File: src/rtl/rsa_pkg.sv
// rsa_pkg: shared constants and types for the RSA engine arbiter.
// Bit is the engine operand width and the default for the arbiter's W.
package rsa_pkg;

  // Operand/result width of the shared modular-exponentiation engine.
  localparam int Bit = 8;

  // Default engine watchdog limit in cycles (used only with RSA_ARB_TIMEOUT_EN).
  localparam int RSA_TIMEOUT_DEF = 1024;

  // Arbiter job sequencer states.
  typedef enum logic [2:0] {
    IDLE    = 3'd0,
    START   = 3'd1,
    WAIT_HI = 3'd2,
    WAIT_LO = 3'd3,
    RESP    = 3'd4
  } rsa_arb_state_t;

endpackage

File: src/rtl/rsa_rr_pick.sv
// rsa_rr_pick: combinational round-robin picker.
// Searches req starting at last+1 and wrapping modulo N; the first set bit wins.
module rsa_rr_pick #(
  parameter int N = 4
) (
  input  logic [N-1:0]         req,
  input  logic [$clog2(N)-1:0] last,
  output logic [N-1:0]         grant,
  output logic [$clog2(N)-1:0] sel,
  output logic                 any
);

  localparam int IW = $clog2(N);

  logic [IW-1:0] idx;

  // Walk the N candidates in priority order and keep only the first hit.
  always_comb begin
    grant = '0;
    sel   = '0;
    any   = 1'b0;
    idx   = '0;
    for (int k = 1; k <= N; k++) begin
      idx = IW'((int'(last) + k) % N);
      if (!any && req[idx]) begin
        any        = 1'b1;
        sel        = idx;
        grant[idx] = 1'b1;
      end
    end
  end

endmodule

File: src/rtl/rsa_arbiter.sv
// rsa_arbiter: round-robin scheduler sharing one RSA mod-exp engine
// (Y = A^B mod C) between N requesters. One job in flight at a time.
// Optional engine watchdog: define RSA_ARB_TIMEOUT_EN to enable the
// TIMEOUT-cycle limit and the resp_err flag; otherwise resp_err is 0.
module rsa_arbiter
  import rsa_pkg::*;
#(
  parameter int N       = 4,
  parameter int W       = Bit,
  parameter int TIMEOUT = RSA_TIMEOUT_DEF
) (
  input  logic           clk,
  input  logic           rst,
  input  logic [N-1:0]   req,
  input  logic [N*W-1:0] req_a,
  input  logic [N*W-1:0] req_b,
  input  logic [N*W-1:0] req_c,
  output logic [N-1:0]   req_ack,
  output logic [N-1:0]   resp_valid,
  output logic [W-1:0]   resp_y,
  output logic           resp_err,
  output logic           eng_start,
  output logic [W-1:0]   eng_a,
  output logic [W-1:0]   eng_b,
  output logic [W-1:0]   eng_c,
  input  logic           eng_busy,
  input  logic [W-1:0]   eng_y
);

  localparam int IW = $clog2(N);

  rsa_arb_state_t state;
  logic [IW-1:0]  last;
  logic [IW-1:0]  sel;
  logic [N-1:0]   grant;
  logic [N-1:0]   owner;
  logic           any;
  logic           expired;

  logic [W-1:0] a_arr [N];
  logic [W-1:0] b_arr [N];
  logic [W-1:0] c_arr [N];

  // Unflatten the operand buses so the winner can be selected by index.
  genvar gi;
  generate
    for (gi = 0; gi < N; gi++) begin : g_unpack
      assign a_arr[gi] = req_a[gi*W +: W];
      assign b_arr[gi] = req_b[gi*W +: W];
      assign c_arr[gi] = req_c[gi*W +: W];
    end
  endgenerate

  rsa_rr_pick #(.N(N)) u_pick (
    .req   (req),
    .last  (last),
    .grant (grant),
    .sel   (sel),
    .any   (any)
  );

`ifdef RSA_ARB_TIMEOUT_EN
  localparam int CW = $clog2(TIMEOUT + 1);
  logic [CW-1:0] wait_cnt;
  logic          err;
  // Last wait cycle allowed: the job has then spent TIMEOUT cycles waiting.
  assign expired  = (wait_cnt == CW'(TIMEOUT - 1));
  assign resp_err = err;
`else
  localparam int timeout_unused = TIMEOUT;
  assign expired  = 1'b0;
  assign resp_err = 1'b0;
`endif

  // Job sequencer: arbitrate in IDLE, drive the engine handshake, return the result.
  always_ff @(posedge clk or posedge rst) begin
    if (rst) begin
      state      <= IDLE;
      last       <= IW'(N - 1);
      owner      <= '0;
      req_ack    <= '0;
      resp_valid <= '0;
      resp_y     <= '0;
      eng_start  <= 1'b0;
      eng_a      <= '0;
      eng_b      <= '0;
      eng_c      <= '0;
`ifdef RSA_ARB_TIMEOUT_EN
      wait_cnt   <= '0;
      err        <= 1'b0;
`endif
    end else begin
      req_ack    <= '0;
      eng_start  <= 1'b0;
      resp_valid <= '0;
      case (state)
        IDLE: begin
          // The engine has no reset and may still be finishing an abandoned
          // job (after our reset or a watchdog expiry), so never start over it.
          if (any && !eng_busy) begin
            eng_a     <= a_arr[sel];
            eng_b     <= b_arr[sel];
            eng_c     <= c_arr[sel];
            last      <= sel;
            owner     <= grant;
            eng_start <= 1'b1;
            req_ack   <= grant;
            state     <= START;
          end
        end
        START: begin
          state <= WAIT_HI;
`ifdef RSA_ARB_TIMEOUT_EN
          wait_cnt <= '0;
`endif
        end
        WAIT_HI, WAIT_LO: begin
          if (state == WAIT_LO && !eng_busy) begin
            resp_y     <= eng_y;
            resp_valid <= owner;
            state      <= RESP;
`ifdef RSA_ARB_TIMEOUT_EN
            err        <= 1'b0;
`endif
          end else if (expired) begin
            resp_y     <= '0;
            resp_valid <= owner;
            state      <= RESP;
`ifdef RSA_ARB_TIMEOUT_EN
            err        <= 1'b1;
`endif
          end else if (state == WAIT_HI && eng_busy) begin
            state <= WAIT_LO;
          end
`ifdef RSA_ARB_TIMEOUT_EN
          wait_cnt <= wait_cnt + 1'b1;
`endif
        end
        RESP: begin
          resp_y <= '0;
`ifdef RSA_ARB_TIMEOUT_EN
          err    <= 1'b0;
`endif
          state  <= IDLE;
        end
        default: state <= IDLE;
      endcase
    end
  end

endmodule

File: config.mk
export PLATFORM = sky130hd
export DESIGN_NAME = rsa_arbiter
export DESIGN_NICKNAME = d
export VERILOG_FILES = /design/src/rtl/rsa_pkg.sv /design/src/rtl/rsa_rr_pick.sv /design/src/rtl/rsa_arbiter.sv
export SDC_FILE = /design/constraint.sdc
export NUM_CORES = 1
export LEC_CHECK = 0
export CORE_MARGIN = 2
export CORE_UTILIZATION = 40
export DETAILED_ROUTE_END_ITERATION = 12
export PLACE_DENSITY = 0.85
export SLEW_MARGIN = 20
export SYNTH_ARGS = -nofsm -noshare
export SYNTH_HDL_FRONTEND = slang
export SYNTH_HIERARCHICAL = 1
export SYNTH_SLANG_ARGS = --single-unit
File: constraint.sdc
create_clock -name clk -period 4.8 [get_ports clk]
set_input_delay 0.48 -clock clk [delete_from_list [all_inputs] [get_ports clk]]
set_output_delay 0.48 -clock clk [all_outputs]
set_load 0.1 [all_outputs]
==> Yosys cells after proc, flatten, opt, wreduce, memory -nomap -nowiden <==
Index checks and enable logic that the tools add are counted.
{ "op_classes": {"add_sub_neg": 4, "n_lt_le_gt_ge": 9, "n_eq_ne": 7, "muxes": 49, "n_bitwise": 4, "reduce_logical": 20} }
{ "ops": {"columns": ["op", "n"], "rows": [
  ["2-to-1 mux 8 bit", 7],
  ["binary-select mux 8 bit (select 2 bit)", 3],
  ["2-to-1 mux 4 bit", 8],
  ["one-hot mux 8 bit (2 select lines)", 1],
  ["2-to-1 mux 1 bit", 14],
  ["< comparator 2 x 3 -> 1 bit (second input constant)", 4],
  ["bitwise OR 4 bit", 3],
  ["logical AND 1 bit", 10],
  ["2-to-1 mux 3 bit", 3],
  ["one-hot mux 3 bit (3 select lines)", 1],
  ["binary-select mux 1 bit (select 2 bit)", 4],
  ["demux 1 bit (select 2 bit)", 4],
  [">= comparator 2 x 1 -> 1 bit (second input constant)", 4],
  ["2-to-1 mux 2 bit", 4],
  ["== test 3 x 2 -> 1 bit (second input constant)", 2],
  ["AND reduction 2 bit", 3],
  ["adder 2 x 1 -> 2 bit (second input constant)", 2],
  ["adder 2 bit (second input constant)", 2],
  ["logical NOT 1 bit", 4],
  ["!= test 2 bit (second input constant)", 2],
  ["== test 3 x 1 -> 1 bit (second input constant)", 1],
  ["== test 3 bit (second input constant)", 1],
  [">= comparator 3 bit (second input constant)", 1],
  ["logical NOT 3 bit", 1],
  ["4 further kinds", 4]
]} }
{ "totals": {"ff_bits": 50, "wordCells": 103} }

==> Longest topological paths before layout <==
Gate-level depths: netlist (run 1).
{ "logic_depth": {"depth_word": 17, "depth_mapped": 13} }

==> Modules after synthesis <==
Netlist (run 1), hierarchy kept.
{ "modules_own_cells": {"columns": ["module", "n_inst", "cells_each", "area_per_inst_um2"], "rows": [
  ["rsa_arbiter", 1, 162, 2478.6],
  ["rsa_rr_pick", 1, 86, 629.4]
]} }

==> Least setup slack after synthesis (run 1) <==
Ideal clock, no wire load.
{ "synth_timing": {"path_type": "reg-to-reg", "from": "register last[0]", "to": "register eng_a[0]", "setup_ps": 125, "arrival_ps": 3557, "setup_slack_ps": 1118, "path_stages_with_launch": 14, "path_buffers": 5, "synth_period_minus_slack_ps": 3682, "path_cell_list": "dfstp_2 buf_6 buf_2 inv_1 ha_1 clkbuf_1 a21oi_1 a211oi_1 a311o_1 a221oi_1 buf_2 buf_2 mux4_2 mux2_2"} }
{ "synth_via": {"elab_chain_len": 17, "elab_cells_between_ends": 32} }
{ "synth_rtl": {"columns": ["element", "line", "text"], "rows": [
  ["start: declaration", "rsa_arbiter.sv:33", "logic [IW-1:0] last;"],
  ["start signal: assignment", "rsa_arbiter.sv:79", "last <= IW'(N - 1);"],
  ["start signal: assignment", "rsa_arbiter.sv:104", "last <= sel;"],
  ["adder 2 x 1 -> 2 bit", "rsa_rr_pick.sv:24", "idx = IW'((int'(last) + k) % N);"],
  ["binary-select mux 1 bit (select 2 bit)", "rsa_rr_pick.sv:25", "if (!any && req[idx]) begin"],
  ["2-to-1 mux 1 bit (implied by the code)", "rsa_rr_pick.sv:25", null],
  ["2-to-1 mux 1 bit", "rsa_rr_pick.sv:25", null],
  ["logical NOT 1 bit", "rsa_rr_pick.sv:25", null],
  ["logical AND 1 bit", "rsa_rr_pick.sv:25", null],
  ["2-to-1 mux 1 bit", "rsa_rr_pick.sv:25", null],
  ["logical NOT 1 bit", "rsa_rr_pick.sv:25", null],
  ["logical AND 1 bit", "rsa_rr_pick.sv:25", null],
  ["2-to-1 mux 1 bit", "rsa_rr_pick.sv:25", null],
  ["logical NOT 1 bit", "rsa_rr_pick.sv:25", null],
  ["logical AND 1 bit", "rsa_rr_pick.sv:25", null],
  ["2-to-1 mux 2 bit (*)", "rsa_rr_pick.sv:25", null],
  ["named net sel[0]", "rsa_arbiter.sv:34", "logic [IW-1:0] sel;"],
  ["inverter 2 -> 3 bit (implied by the code) (*)", "rsa_arbiter.sv:101", "eng_a <= a_arr[sel];"],
  ["binary-select mux 8 bit (select 2 bit) (*)", "rsa_arbiter.sv:101", null],
  ["2-to-1 mux 8 bit (implied by the code) (*) (2 in series)", "rsa_arbiter.sv:101", null],
  ["end signal: assignment", "rsa_arbiter.sv:101", null],
  ["end: declaration", "rsa_arbiter.sv:23", "output logic [W-1:0] eng_a,"]
]} }
The timed path passes the listed nets; every way through them passes the cells marked *. The select of a mux whose other input is x is not followed.
A chain may end at the register's enable or synchronous reset.

==> Worst setup path after layout (run 1) <==
{ "layout_timing": {"from": "register last[0]", "to": "register eng_b[6]"} }
{ "layout_via": {"elab_chain_len": 17, "elab_cells_between_ends": 32} }
{ "layout_rtl": {"columns": ["element", "line", "text"], "rows": [
  ["adder 2 x 1 -> 2 bit", "rsa_rr_pick.sv:24", null],
  ["binary-select mux 1 bit (select 2 bit)", "rsa_rr_pick.sv:25", null],
  ["2-to-1 mux 1 bit (implied by the code)", "rsa_rr_pick.sv:25", null],
  ["2-to-1 mux 1 bit", "rsa_rr_pick.sv:25", null],
  ["logical NOT 1 bit", "rsa_rr_pick.sv:25", null],
  ["logical AND 1 bit", "rsa_rr_pick.sv:25", null],
  ["2-to-1 mux 1 bit", "rsa_rr_pick.sv:25", null],
  ["logical NOT 1 bit", "rsa_rr_pick.sv:25", null],
  ["logical AND 1 bit", "rsa_rr_pick.sv:25", null],
  ["2-to-1 mux 1 bit", "rsa_rr_pick.sv:25", null],
  ["logical NOT 1 bit", "rsa_rr_pick.sv:25", null],
  ["logical AND 1 bit", "rsa_rr_pick.sv:25", null],
  ["2-to-1 mux 2 bit (*)", "rsa_rr_pick.sv:25", null],
  ["named net sel[0]", "rsa_arbiter.sv:34", null],
  ["inverter 2 -> 3 bit (implied by the code) (*)", "rsa_arbiter.sv:102", "eng_b <= b_arr[sel];"],
  ["binary-select mux 8 bit (select 2 bit) (*)", "rsa_arbiter.sv:102", null],
  ["2-to-1 mux 8 bit (implied by the code) (*) (2 in series)", "rsa_arbiter.sv:102", null],
  ["end signal: assignment", "rsa_arbiter.sv:102", null],
  ["end: declaration", "rsa_arbiter.sv:24", "output logic [W-1:0] eng_b,"]
]} }
Marks and branches as above.

==> results of run 1 <==
report_power, final:
| group | total, mW | switching [mW] | internal, mW | leakage, nW |
|---|---|---|---|---|
| combinational | 2.63 | 1.72 | 0.903 | 1.22 |
| clock | 0.252 | 0.146 | 0.105 | 0.0447 |
| sequential | 0.763 | 0.150 | 0.613 | 0.615 |
sequential cells by signal, summed over array words and instances, names as in the netlist:
name        cells
eng_a           8
eng_b           8
eng_c           8
eng_start       1
last            2
owner           4
req_ack         4
resp_valid      4
resp_y          8
state           3
Yosys cell counts:
library cell,count
nor3_1,1
nand2_1,16
o211a_1,1
a311o_1,1
mux2i_1,3
dfrtp_1,48
ha_1,8
conb_1,1
o311ai_0,1
nand4_1,6
buf_6,6
a21oi_1,13
nor3b_1,1
or2_1,1
mux2_1,3
o21ai_0,2
nor2_1,6
nor4bb_1,1
o221ai_1,1
buf_2,6
o31ai_1,4
and2_1,8
or3b_2,1
nand3_1,1
nor4b_4,1
inv_1,10
a2111o_1,4
dfstp_2,2
clkbuf_1,9
a31oi_1,5
a221oi_1,1
or3_1,4
mux4_2,26
mux2_2,28
o22ai_1,8
nand3b_1,2
buf_4,1
and3b_1,1
or4bb_1,1
a211oi_1,3
nand2b_1,2
critical path: cells and delay by family, from the launching register on:
kind                       cells  cell delay [ps]
buffers and inverters          3              860
muxes                          2              850
DFF                            1              820
AOI/OAI and AO/OA              2              670
adders and majority gates      1              530
layer usage:
metal  global-route usage  vias to the layer above
li1                     -                     1220
met1               0.2196                     1276
met2               0.3529                      122
met3              0.05588                       14
met4              0.05846                        0
met5                    0                        -
worst max path at each step:
stage,endpoint,depth (start not counted)
final,eng_b[6],8
after CTS,eng_b[6],8
after global routing,eng_b[6],9
after global placement,eng_b[7],8
after floorplan,eng_a[0],13
after detailed placement,eng_b[6],8
layout make-up:
class	instances	area, um2
multi-input combinational	166	1708
timing repair buffer	154	1534
inverter	10	38.79
fill	604	2851
sequential	50	1254
clock inverter	3	25.02
clock buffer	5	68.82
tap	102	127.6
kinds of logic after synthesis:
logic type | after synthesis | share of synthesized area
buffers and inverters | 32 | 0.05676
adders and majority gates | 8 | 0.03221
other | 1 | 0.001207
muxes | 60 | 0.3104
AOI/OAI and AO/OA | 44 | 0.09662
and+or+nand+nor | 53 | 0.09943
DFF | 50 | 0.4034
stage by stage:
stage | utilization | power (mW) | instance area (um2) | instances | setup slack, ps
final | 0.6252 | 3.640 | 4756 | 490 | 945.8
after global routing | 0.6252 | 3.814 | 4756 | 490 | 695.1
after CTS | 0.6250 | 3.663 | 4755 | 490 | 928.8
after detailed placement | 0.6127 | 3.401 | 4661 | 482 | 946.7
after global placement | 0.6127 | 3.362 | 4661 | 482 | 1042
after floorplan | - | 2.799 | 3108 | 248 | 1118
==> impl_metrics.ini, run 1 <==
[detailed_routing]
drt-met1-wl_um = 3048
wire_per_inst_um = 16.70
dr_total_vias = 2632
top_layer_used = met4
wl_met3_um = 590
ant_nets = 0
dr.pass1.iters = 4
drt-total-wl_um = 8185
met2WireLength_um = 4380
drc = 0
via_per_inst = 5.371
drt_iter0_markers = 103

[global_route]
grt_pass1_vias = 2702
grt-ovfl-total = 0
grt.total_usage = 0.1939
antenna_found_initial = 0
grt_max_degree = 51
grt_pass1_wl_um = 12940

[timing]
grt_setup_unrepaired = false
fin_skew_ps = 9.463
fin_crit_ps = 3854
finalSetupViolCount = 0
hold_viol_final = 0
min_period_over_period = 0.8030
max_freq_ghz = 0.2595
drv_slew = 0
worst_hold_slack_ps = 478.9
slew_headroom = 0.3265
worst_pin_slew_ps = 1007
tns_ps = 0

[synth]
synth_area_um2 = 3108
syn_avg_cell_area_um2 = 12.53
syn-instance-count = 248
synth_top_area_cell = dfrtp_1
synth_top_area_share = 0.3865
synth.area.top_cells = dfrtp_1 39%, mux4_2 19%, mux2_2 10%
ys_seq_area_frac = 0.4034
ys_warn_count = 6
ys_types = 41
ys_seq_elements = 50
syn_nets = 367

[floorplan]
die_h_um = 92.15
fp.dieW_um = 92.15
row_count = 32
ios = 153
core-area_um2 = 7607
die-area_um2 = 8491
initial_core_util = 0.4086

[setup_path]
worstSetupEndpointType = flip-flop
r2r-end = eng_b[6]
cpPeakStageDelay_ps = 820
r2r_setup_slack_ps = 950
startpoint_type = flip-flop
crit_path_top_delay_cell = dfstp_2
startpoint = last[0]
r2r_cells = 8
timing.critical_path.mode_cell = inv_1
arrival_ps = 4050
reg2reg_from = last[0]
worst_ep_required_time_ps = 5000
worstSetupPathType = reg -> reg
crit_fanout = 23
path_cells = inv_1, ha_1, inv_1, a311o_1, a221oi_4, buf_4, mux4_2, mux2_2

[clock_tree]
cts-resized-gates = 0
clkSinkCount = 50
htreeDepth = 2
cts_buffers = 5
cts_root_buf = clkbuf_8
cts_setup_buffers = 0
path_clk_slew_ps = 100
hold_buffers = 0
clockBufferDepth = 2
clk_latency_ps = 300
tritoncts = built

[finish]
final_common_cell = clkdlybuf4s50_1
drive_above_1_share = 0.1856
mostFrequentLayoutCells = 151 x clkdlybuf4s50_1, 48 x dfrtp_1, 28 x mux2_2
nets = 506
area_delta_synth_final_pct = 53.02
insertedDiodeCount = 0

[hold_path]
holdPathStages = 1
worstHoldStart = owner[2]
hold_end = resp_valid[2]
hold_path.class = reg -> reg

[flow_run]
drv_cap = 0

[placed_design]
port_buffers = 151
place_hpwl_um = 6286
globalplace.congestion = 0.8026

[power]
leakage_nw = 1.883
powerDensity_nw_per_um2 = 765.3
vdd_drop_max_v = 0.0004187

[run_status]
status = complete, no violations
Note: power is estimated with default switching activity, not from simulation.
==> inputs of run 2 (changes only) <==
==> constraint.sdc (replaced) <==
create_clock -name clk -period 3.8 [get_ports clk]
set_input_delay 0.38 -clock clk [delete_from_list [all_inputs] [get_ports clk]]
set_output_delay 0.38 -clock clk [all_outputs]
set_load 0.1 [all_outputs]
==> run 2 against run 1 <==
Clock-buffer cell count unchanged. Cell count increased by 0.41%. Sequential cell count unchanged. Critical path depth is the same. Global-route usage increased by 0.26 points. Power grew 28%. Largest power group unchanged.
==> impl_metrics.ini, run 2 (synthesis gave the netlist of run 1 again) <==
[clock_tree]
clkSinkCount = 50
cts_buffers = 5
path_clk_slew_ps = 100
cts_root_buf = clkbuf_8
tritoncts = built
clockBufferDepth = 2
cts-resized-gates = 0
cts_setup_buffers = 0
hold_buffers = 0
htreeDepth = 2
clk_latency_ps = 300

[timing]
drv_slew = 0
hold_viol_final = 0
worst_hold_slack_ps = 467.0
fin_skew_ps = 8.421
fin_crit_ps = 3404
min_period_over_period = 0.8959
finalSetupViolCount = 0
grt_setup_unrepaired = false
finalWorstSetupSlack_ps = 395.5
slew_headroom = 0.3245
tns_ps = 0
worst_pin_slew_ps = 1010
max_freq_ghz = 0.2937

[setup_path]
cp_num_buf_inv = 3
worstSetupEndpointType = flip-flop
arrival_ps = 3600
startpoint_type = flip-flop
cp_top_family = multiplexers
timing.critical_path.mode_cell = inv_1
path_cells = inv_1, ha_1, inv_1, a311o_1, a221oi_4, buf_4, mux4_2, mux2_2
worst_ep_required_time_ps = 4000
worst-path-stages = 8
cpPeakStageDelay_ps = 650
r2r_cells = 8
worstSetupPathType = reg -> reg
crit_path_top_delay_cell = dfstp_2
crit_fanout = 16
r2r_setup_slack_ps = 400

[global_route]
grt-ovfl-total = 0
grt_pass1_vias = 2636
grt_pass1_wl_um = 13100
grt_max_degree = 51
grt.total_usage = 0.1965
antenna_found_initial = 0

[finish]
final_common_cell = clkdlybuf4s50_1
insertedDiodeCount = 0
n_fill_cell = 615
drive_above_1_share = 0.1897
nets = 508
area_delta_synth_final_pct = 53.95
multi_input_area_um2 = 1708
regArea_um2 = 1254
layout.cells.non_filler = 492
mostFrequentLayoutCells = 151 x clkdlybuf4s50_1, 48 x dfrtp_1, 28 x mux2_2

[floorplan]
fp.dieW_um = 92.15
core-area_um2 = 7607
ios = 153
die-area_um2 = 8491
row_count = 32
die_h_um = 92.15
initial_core_util = 0.4086

[detailed_routing]
drt-total-wl_um = 8250
drt_iter0_markers = 125
dr_total_vias = 2619
drc = 0
via_per_inst = 5.323
dr.pass1.iters = 4
wire_per_inst_um = 16.77
ant_nets = 0

[placed_design]
place_hpwl_um = 6534
dp_slack_ps = 379.6
globalplace.congestion = 0.9221
port_buffers = 151
dp_cells = 484

[hold_path]
holdPathStages = 1
hold_path.class = reg -> reg

[power]
vdd_drop_max_v = 0.0006736
powerDensity_nw_per_um2 = 970.0
p_total_mw = 4.641
leakage_nw = 1.902

[run_status]
status = complete, no violations

[flow_run]
drv_cap = 0
[run 2: cell count changes in the layout (fill, tap and decap cells not counted), sizes merged]
cell | before | now
buf | 3 | 5
clkinvlp | 1 | 0
inv | 10 | 11
[run 2: cell type report]
cell class,count,share of cell area
multi-input combinational,166,0.3570
tap,102,0.02667
inverter,10,0.008107
clock buffer,5,0.01438
clock inverter,3,0.005492
timing repair buffer,156,0.3264
sequential,50,0.2620
[run 2: through the flow]
step           utilization  instance area, um2
6_report            0.6289                4785
5_1_grt             0.6289                4785
4_1_cts             0.6288                4783
3_5_place_dp        0.6163                4688
3_3_place_gp        0.6163                4688
2_1_floorplan            -                3108
[run 2: metal layers]
metal  up-vias  GRT usage  routed length, um  share of wire
li1       1223          -                  -              -
met1      1264     0.2241               3118           0.38
met2       125     0.3609               4452           0.54
met3         7    0.05670                601          0.073
met4         0    0.04851                 77         0.0093
met5         -          0                  0              0
[run 2: final timing paths]
| path | from | end |
|---|---|---|
| max | last[1] | eng_b[7] |
| min | owner[1] | resp_valid[1] |
| max reg2reg | last[1] | eng_b[7] |
| min reg2reg | owner[1] | resp_valid[1] |
| max in group asynchronous | rst | eng_b[3] |
| min in group asynchronous | rst | eng_b[2] |
[run 2: worst register-to-register path, cell delays in order, from the launching register on]
cell and delay [ps]:
dfstp_2 650, inv_1 160, ha_1 510, inv_1 210, a311o_1 340, a221oi_4 270
buf_4 330, mux4_2 550, mux2_2 280
[run 2: report_power, final]
part | switching [mW] | total [mW] | internal (mW)
sequential | 0.152 | 0.924 | 0.773
clock | 0.191 | 0.326 | 0.136
combinational | 2.21 | 3.39 | 1.18
total | 2.56 | 4.64 | 2.08
